[config.mk]
export PLATFORM = sky130hd
export DESIGN_NAME = hx711_slave
export DESIGN_NICKNAME = d
export VERILOG_FILES = /design/src/rtl/hx711_slave.sv
export SDC_FILE = /design/constraint.sdc
export NUM_CORES = 1
export LEC_CHECK = 0
export BUFFER_PORTS_ARGS = -buffer_cell sky130_fd_sc_hd__buf_2
export CORE_MARGIN = 2
export CORE_UTILIZATION = 56
export CTS_CLUSTER_DIAMETER = 100
export DETAILED_ROUTE_END_ITERATION = 10
export PLACE_DENSITY = 0.81
export SYNTH_ARGS = -nofsm -noshare
export SYNTH_HDL_FRONTEND = slang
export SYNTH_SLANG_ARGS = --single-unit
[constraint.sdc]
create_clock -name clk_50 -period 4.9 [get_ports clk_50]
set_input_delay 0.98 -clock clk_50 [delete_from_list [all_inputs] [get_ports clk_50]]
set_output_delay 0.98 -clock clk_50 [all_outputs]
set_load 0.005 [all_outputs]
[src/rtl/hx711_slave.sv]
// hx711_slave: emulates the HX711 24-bit load-cell ADC serial interface.
// A parallel load port supplies conversion results; the master clocks them
// out MSB-first on pd_sck/dout and selects gain with 25/26/27 pulses.
module hx711_slave #(
    parameter int unsigned CONV_CYCLES = 5000,
    parameter int unsigned PD_CYCLES   = 3000,
    parameter int unsigned TAIL_IDLE   = 128
) (
    input  logic        clk_50,
    input  logic        rst,
    input  logic        pd_sck,
    output logic        dout,
    input  logic [23:0] sample_data,
    input  logic        sample_valid,
    output logic [1:0]  gain_sel,
    output logic        frame_done,
    output logic        powered_down
);

    localparam int unsigned DATA_W = 24;
    localparam int unsigned CNT_W  = 5;
    localparam int unsigned CONV_W = $clog2(CONV_CYCLES + 1);
    localparam int unsigned PD_W   = $clog2(PD_CYCLES + 1);
    localparam int unsigned IDLE_W = $clog2(TAIL_IDLE + 1);

    localparam logic [CNT_W-1:0]  PULSE_LAST_BIT = CNT_W'(24);
    localparam logic [CNT_W-1:0]  PULSE_BASE     = CNT_W'(25);
    localparam logic [CNT_W-1:0]  PULSE_MAX      = CNT_W'(27);
    localparam logic [CONV_W-1:0] CONV_LAST      = CONV_W'(CONV_CYCLES - 1);
    localparam logic [PD_W-1:0]   PD_LAST        = PD_W'(PD_CYCLES - 1);
    localparam logic [IDLE_W-1:0] IDLE_LAST      = IDLE_W'(TAIL_IDLE - 1);

    typedef enum logic [2:0] {
        ST_CONVERT,
        ST_READY,
        ST_SHIFT,
        ST_TAIL,
        ST_PWRDN
    } state_t;

    state_t              state,      state_n;
    logic                dout_n;
    logic [1:0]          gain_n;
    logic                done_n;
    logic                pwrdn_n;
    logic [DATA_W-1:0]   pending,    pending_n;
    logic [DATA_W-1:0]   shift_q,    shift_n;
    logic [CNT_W-1:0]    pulse_cnt,  pulse_n;
    logic [CONV_W-1:0]   conv_cnt,   conv_n;
    logic [PD_W-1:0]     hi_cnt,     hi_n;
    logic [IDLE_W-1:0]   idle_cnt,   idle_n;

    logic sck_meta;
    logic sck_sync;
    logic sck_prev;
    logic sck_rise_c;
    logic sck_fall_c;
    logic pd_hit_c;
    logic idle_hit_c;

    // Two-flop synchroniser for the asynchronous master clock, plus edge history
    always_ff @(posedge clk_50) begin
        if (rst) begin
            sck_meta <= 1'b0;
            sck_sync <= 1'b0;
            sck_prev <= 1'b0;
        end else begin
            sck_meta <= pd_sck;
            sck_sync <= sck_meta;
            sck_prev <= sck_sync;
        end
    end

    assign sck_rise_c = sck_sync & ~sck_prev;
    assign sck_fall_c = ~sck_sync & sck_prev;

    // State and datapath registers
    always_ff @(posedge clk_50) begin
        if (rst) begin
            state        <= ST_CONVERT;
            dout         <= 1'b1;
            gain_sel     <= 2'd0;
            frame_done   <= 1'b0;
            powered_down <= 1'b0;
            pending      <= '0;
            shift_q      <= '0;
            pulse_cnt    <= '0;
            conv_cnt     <= '0;
            hi_cnt       <= '0;
            idle_cnt     <= '0;
        end else begin
            state        <= state_n;
            dout         <= dout_n;
            gain_sel     <= gain_n;
            frame_done   <= done_n;
            powered_down <= pwrdn_n;
            pending      <= pending_n;
            shift_q      <= shift_n;
            pulse_cnt    <= pulse_n;
            conv_cnt     <= conv_n;
            hi_cnt       <= hi_n;
            idle_cnt     <= idle_n;
        end
    end

    // Next-state, counter and output decode
    always_comb begin
        state_n    = state;
        dout_n     = dout;
        gain_n     = gain_sel;
        done_n     = 1'b0;
        pending_n  = pending;
        shift_n    = shift_q;
        pulse_n    = pulse_cnt;
        conv_n     = conv_cnt;
        hi_n       = hi_cnt;
        idle_n     = idle_cnt;
        pd_hit_c   = 1'b0;
        idle_hit_c = 1'b0;

        // New samples are accepted in every state; the frame in flight uses shift_q
        if (sample_valid) begin
            pending_n = sample_data;
        end

        // Consecutive synced-high time; saturates so power-down holds while high
        if (sck_sync) begin
            if (hi_cnt == PD_LAST) begin
                pd_hit_c = 1'b1;
            end else begin
                hi_n = hi_cnt + PD_W'(1);
            end
        end else begin
            hi_n = '0;
        end

        // Consecutive synced-low time used to close a frame after the tail
        if (!sck_sync) begin
            if (idle_cnt == IDLE_LAST) begin
                idle_hit_c = 1'b1;
            end else begin
                idle_n = idle_cnt + IDLE_W'(1);
            end
        end else begin
            idle_n = '0;
        end

        case (state)
            ST_CONVERT: begin
                dout_n = 1'b1;
                conv_n = conv_cnt + CONV_W'(1);
                if (conv_cnt == CONV_LAST) begin
                    // pending_n so a coincident strobe is the value delivered
                    shift_n = pending_n;
                    conv_n  = '0;
                    dout_n  = 1'b0;
                    state_n = ST_READY;
                end
            end

            ST_READY: begin
                dout_n = 1'b0;
                if (sck_rise_c) begin
                    dout_n  = shift_q[DATA_W-1];
                    shift_n = {shift_q[DATA_W-2:0], 1'b0};
                    pulse_n = CNT_W'(1);
                    state_n = ST_SHIFT;
                end
            end

            ST_SHIFT: begin
                if (sck_rise_c) begin
                    pulse_n = pulse_cnt + CNT_W'(1);
                    if (pulse_cnt == PULSE_LAST_BIT) begin
                        dout_n  = 1'b1;
                        state_n = ST_TAIL;
                    end else begin
                        dout_n  = shift_q[DATA_W-1];
                        shift_n = {shift_q[DATA_W-2:0], 1'b0};
                    end
                end
            end

            ST_TAIL: begin
                dout_n = 1'b1;
                if (sck_rise_c && (pulse_cnt != PULSE_MAX)) begin
                    pulse_n = pulse_cnt + CNT_W'(1);
                end
                // Pulse 27 is the last meaningful one, so its falling edge ends the frame early
                if ((sck_fall_c && (pulse_cnt == PULSE_MAX)) || idle_hit_c) begin
                    gain_n  = 2'(pulse_cnt - PULSE_BASE);
                    done_n  = 1'b1;
                    conv_n  = '0;
                    pulse_n = '0;
                    state_n = ST_CONVERT;
                end
            end

            ST_PWRDN: begin
                dout_n = 1'b1;
                if (!sck_sync) begin
                    conv_n  = '0;
                    state_n = ST_CONVERT;
                end
            end

            default: begin
                dout_n  = 1'b1;
                conv_n  = '0;
                pulse_n = '0;
                state_n = ST_CONVERT;
            end
        endcase

        // Long high on pd_sck overrides everything else
        if (pd_hit_c) begin
            state_n = ST_PWRDN;
            dout_n  = 1'b1;
            gain_n  = 2'd0;
            pulse_n = '0;
            conv_n  = '0;
            done_n  = 1'b0;
        end

        pwrdn_n = (state_n == ST_PWRDN);
    end

endmodule

Word level (Yosys, flattened, before mapping)
Index checks and enable logic that the tools add are counted.

Add/sub/neg operators: 5. Eq/ne operators: 18. Mux-type cells: 33. Bitwise logic cells: 7. Reduce and logical (&&, ||, !) cells: 15.

Operators by type and width (number): 24-bit 2-to-1 mux (5); 24-bit one-hot mux with 3 select lines (1); 13-bit one-hot mux with 4 select lines (1); 13-bit 2-to-1 mux (3); 3-bit 2-to-1 mux (7); 5-bit 2-to-1 mux (4); 5-bit one-hot mux with 4 select lines (1); 3-bit one-hot mux with 5 select lines (1); 13-bit by 1-bit adder with 13-bit output, second input constant (1); 13-bit == test, second input constant (1); 12-bit by 1-bit adder with 12-bit output, second input constant (1); 12-bit == test, second input constant (1); 2-bit != test, second input constant (6); 5-bit == test, second input constant (2); 2-bit OR reduction (5); 1-bit 2-to-1 mux (9); 8-bit by 1-bit adder with 8-bit output, second input constant (1); 8-bit by 7-bit == test with 1-bit output, second input constant (1); 3-bit by 2-bit == test with 1-bit output, second input constant (2); 3-bit == test, second input constant (2); 5-bit by 1-bit adder with 5-bit output, second input constant (1); 5-bit != test, second input constant (1); 1-bit NOT (5); 5-bit AND reduction (1); 13 further kinds (15).

Bits in registers: 97. Bits of input ports: 28. Output and inout port bits: 5. Word-level logic and storage cells: 92.

Longest topological paths before layout
Depth after elaboration: 8. Depth in mapped cells: 8. Depth with buffers taken out: 7.

Worst setup path after synthesis
Ideal clock, no wire load.

Path type: input -> register. Start: input sample_valid. End: register shift_q[10]. Setup time: 0.132 ns. Arrival time: 2.218 ns. Data required time: 4.768 ns. Slack: 2.549 ns. Cell stages on the path: 6. Path buffers: 2. Cells stage by stage: clkbuf_1 buf_1 mux2i_1 nand2_1 o2111ai_1 a21oi_1.

Cells in the longest elaborated chain, start to end: 3.

RTL lines: from (decl) (line 14) `input logic sample_valid,`; 24-bit 2-to-1 mux (line 122) `if (sample_valid) begin`; 24-bit 2-to-1 mux (line 152) `if (conv_cnt == CONV_LAST) begin`; 24-bit one-hot mux with 3 select lines (line 148) `case (state)`; to (signal assigned) (line 98) `shift_q <= shift_n;`; to (decl) (line 47) `logic [DATA_W-1:0] shift_q, shift_n;`.

Every way passes these cells. The select of a mux whose other input is x is not followed. A chain may end at the register's enable or synchronous reset.

Worst setup path after layout
Start: register conv_cnt[4]. End: register shift_q[8].

Cells in the longest elaborated chain, start to end: 3.

RTL lines: from (decl) (line 49) `logic [CONV_W-1:0] conv_cnt, conv_n;`; from (signal assigned) (line 100) `conv_cnt <= conv_n;`; 13-bit == test (line 152); 2-bit != test (no source line); 5-bit AND reduction (no source line).

Every way passes these cells.

==> impl_metrics.toml <==
[run_status]
status = "completed"

[final_layout]
final_layout_size_suffix_gt1_share_pct = 10.75
multi_input_area_sq_um = 2242
area_growth_pct = 8.494
nNetsFinal = 549
seqCellArea_sq_um = 1942
final_util_pct = 61.97
fill_cells = 679
layout_commonest_cell = "dfxtp_1"
final_cell_area_sq_um = 4715
antenna_cells = 0
layout_common_cells = "97 x dfxtp_1, 55 x nor2_1, 54 x a21oi_1"

[clock_network]
holdBufCountCts = 0
cts.sinks = 97
post_cts_buffers = 0
cts-htree-levels = 3
cts_resized = 0
cts_made_buffers = 9
root_buffer = "clkbuf_8"
cts_tree = "built"
clk_latency_ns = 0.37
clockBufferDepth = 2
path_clk_slew_ns = 0.10

[synth]
mappedNetlistArea_sq_um = 4345
synth-main-ff-cell = "dfxtp_1"
async_flop_share_pct = 0
ys_ff_latch = 97
avgSynthCellArea_sq_um = 8.656
yosysSeqAreaShare_pct = 44.69
synthCells = 502
ys_types = 53
synth_edf_count = 0
yosys_warnings = 0
synthesis.nets = 535

[floorplanning]
fp.dieH_microns = 92.09
fp.dieW_microns = 92.09
core_sq_um = 7607
num_io_pins = 33
row_count = 32
die-area_sq_um = 8481
start_util_pct = 57.12

[power]
ir_worst_vdd_v = 0.0002314
p_per_area_nw_per_um2 = 292.4
p_leak_nw = 1.804

[critical_path]
crit_path_end_kind = "flip-flop"
path_cells = "nor4b_1 > a31oi_1 > nor2_1 > buf_4 > o2111ai_1 > a21oi_1"
crit_type = "flip-flop to flip-flop"
crit_required_ns = 5.21
slowest_stage = "nor2_1"
path_max_fanout = 15
critPathArrivalTime_ns = 3.01
start_kind = "flip-flop"
cp_slowest_stage_delay_ns = 0.70

[timing]
max_freq_ghz = 0.3708
worst_pin_slew_ns = 0.8579
maxSlewViolCount = 0
period_needed_ns = 2.697
fin_worst_skew_ns = 0.01544
tns_ns = 0
fin_ws_ns = 2.203
setup_viol = 0
slew_headroom_pct = 42.63
rsz0062_at_grt = "false"
hold_ws_ns = 0.4490
finalCritPeriodShare_pct = 55.04
hold_viol_final = 0

[global_routing]
grt_use_total_pct = 21.48
grt_overflow_total = 0
grt_pass1_vias = 3400
antenna_found_initial = 0
grt_pass1_wl_microns = 14970
grt_max_degree = 55

[route]
first_iter_violations = 192
routedWlPerCell_microns = 13.93
postRouteAntennaNets = 0
drt_wl_total_microns = 8676
via_per_inst = 5.807
remaining_drc_errors = 0
detail_route.first_pass.iterations = 4
via_count = 3618

[place]
dp_slack_ns = 2.303
placed_cell_area_sq_um = 4528
place_congestion = 0.8936
portBuffers = 32
dp_hpwl_microns = 5744

[run]
maxCapViolCount = 0

[hold_path]
hold_class = "flip-flop to flip-flop"
-- report_power, final --
part           leakage, nW  switching (mW)  internal (mW)
clock               0.0982           0.283          0.209
combinational        0.918          0.0414         0.0313
sequential           0.788         0.00927          0.805
total                 1.80           0.334           1.04
-- logic make-up (layout without fill, tap and decap cells) --
group,Yosys count,after routing,synth area share (%)
compound gates,148,148,21.08
xor+xnor,15,15,3.023
fa+ha+maj,5,5,1.440
buf+inv,40,59,3.714
flops,97,97,44.69
mux,26,26,5.989
simple gates,171,171,20.07
-- worst max-delay path, delay by kind of cell, from the launching register on --
family,cells,cell delay (ns)
AOI/OAI and AO/OA,3,0.63
buffers and inverters,1,0.34
DFF,1,0.36
and+or+nand+nor,2,1.30
-- final timing paths --
check                            startpoint          to  slack (ns)  cells past startpoint
worst max-delay path            conv_cnt[4]  shift_q[8]        2.20                      6
worst min-delay path               sck_meta    sck_sync        0.45                      1
worst max register to register  conv_cnt[4]  shift_q[8]        2.20                      6
worst min register to register     sck_meta    sck_sync        0.45                      1
-- synthesized netlist by cell type, types with 3 or more instances --
cell type | count | area share, %
nand4_1 | 4 | 0.58
dfxtp_1 | 97 | 45
inv_1 | 7 | 0.60
clkbuf_1 | 23 | 2.0
mux2i_1 | 26 | 6.0
nand2_1 | 39 | 3.4
buf_2 | 6 | 0.69
or4_1 | 6 | 1.0
ha_1 | 5 | 1.4
and3_1 | 4 | 0.58
buf_1 | 3 | 0.26
nor2_1 | 55 | 4.8
o2111ai_1 | 23 | 4.6
nor2b_1 | 3 | 0.43
o21ai_0 | 37 | 4.3
nand3_1 | 16 | 1.8
xnor2_1 | 10 | 2.0
o21a_1 | 6 | 1.0
nor3_1 | 6 | 0.69
xor2_1 | 5 | 1.0
or3_1 | 10 | 1.4
o22ai_1 | 4 | 0.58
a211oi_1 | 4 | 0.69
nand2b_1 | 6 | 0.86
o31ai_1 | 5 | 0.86
a21oi_1 | 54 | 6.2
-- per-stage QoR --
step / cells / power (mW)
floorplan: 502 / 0.8831
global placement: 607 / 0.9029
detailed placement: 607 / 0.9060
CTS: 623 / 1.392
global route: 623 / 1.432
finish: 623 / 1.379
-- layer usage --
layer | GRT usage (%) | up-vias | share of wire (%)
met1 | 28.01 | 1677 | 47
met5 | 0 | - | 0
li1 | - | 1855 | -
met4 | 10.45 | 0 | 1.2
met2 | 35.17 | 77 | 48
met3 | 2.876 | 9 | 3.5
-- final cells by class --
class | count | share of cell area (%)
timing repair buffer | 36 | 4.034
multi-input combinational | 365 | 47.56
inverter | 7 | 0.5573
tap | 102 | 2.707
clock buffer | 11 | 2.999
sequential | 97 | 41.19
clock inverter | 5 | 0.9554
-- state kept, by name, summed over array words and instances (netlist names) --
signal and count:
frame_done 1, sck_meta 1, dout 1, pending 24, gain_sel 2, pulse_cnt 5, hi_cnt 12, conv_cnt 13
powered_down 1, sck_prev 1, state 3, sck_sync 1, shift_q 24, idle_cnt 8
Note: power is estimated with default switching activity, not from simulation.
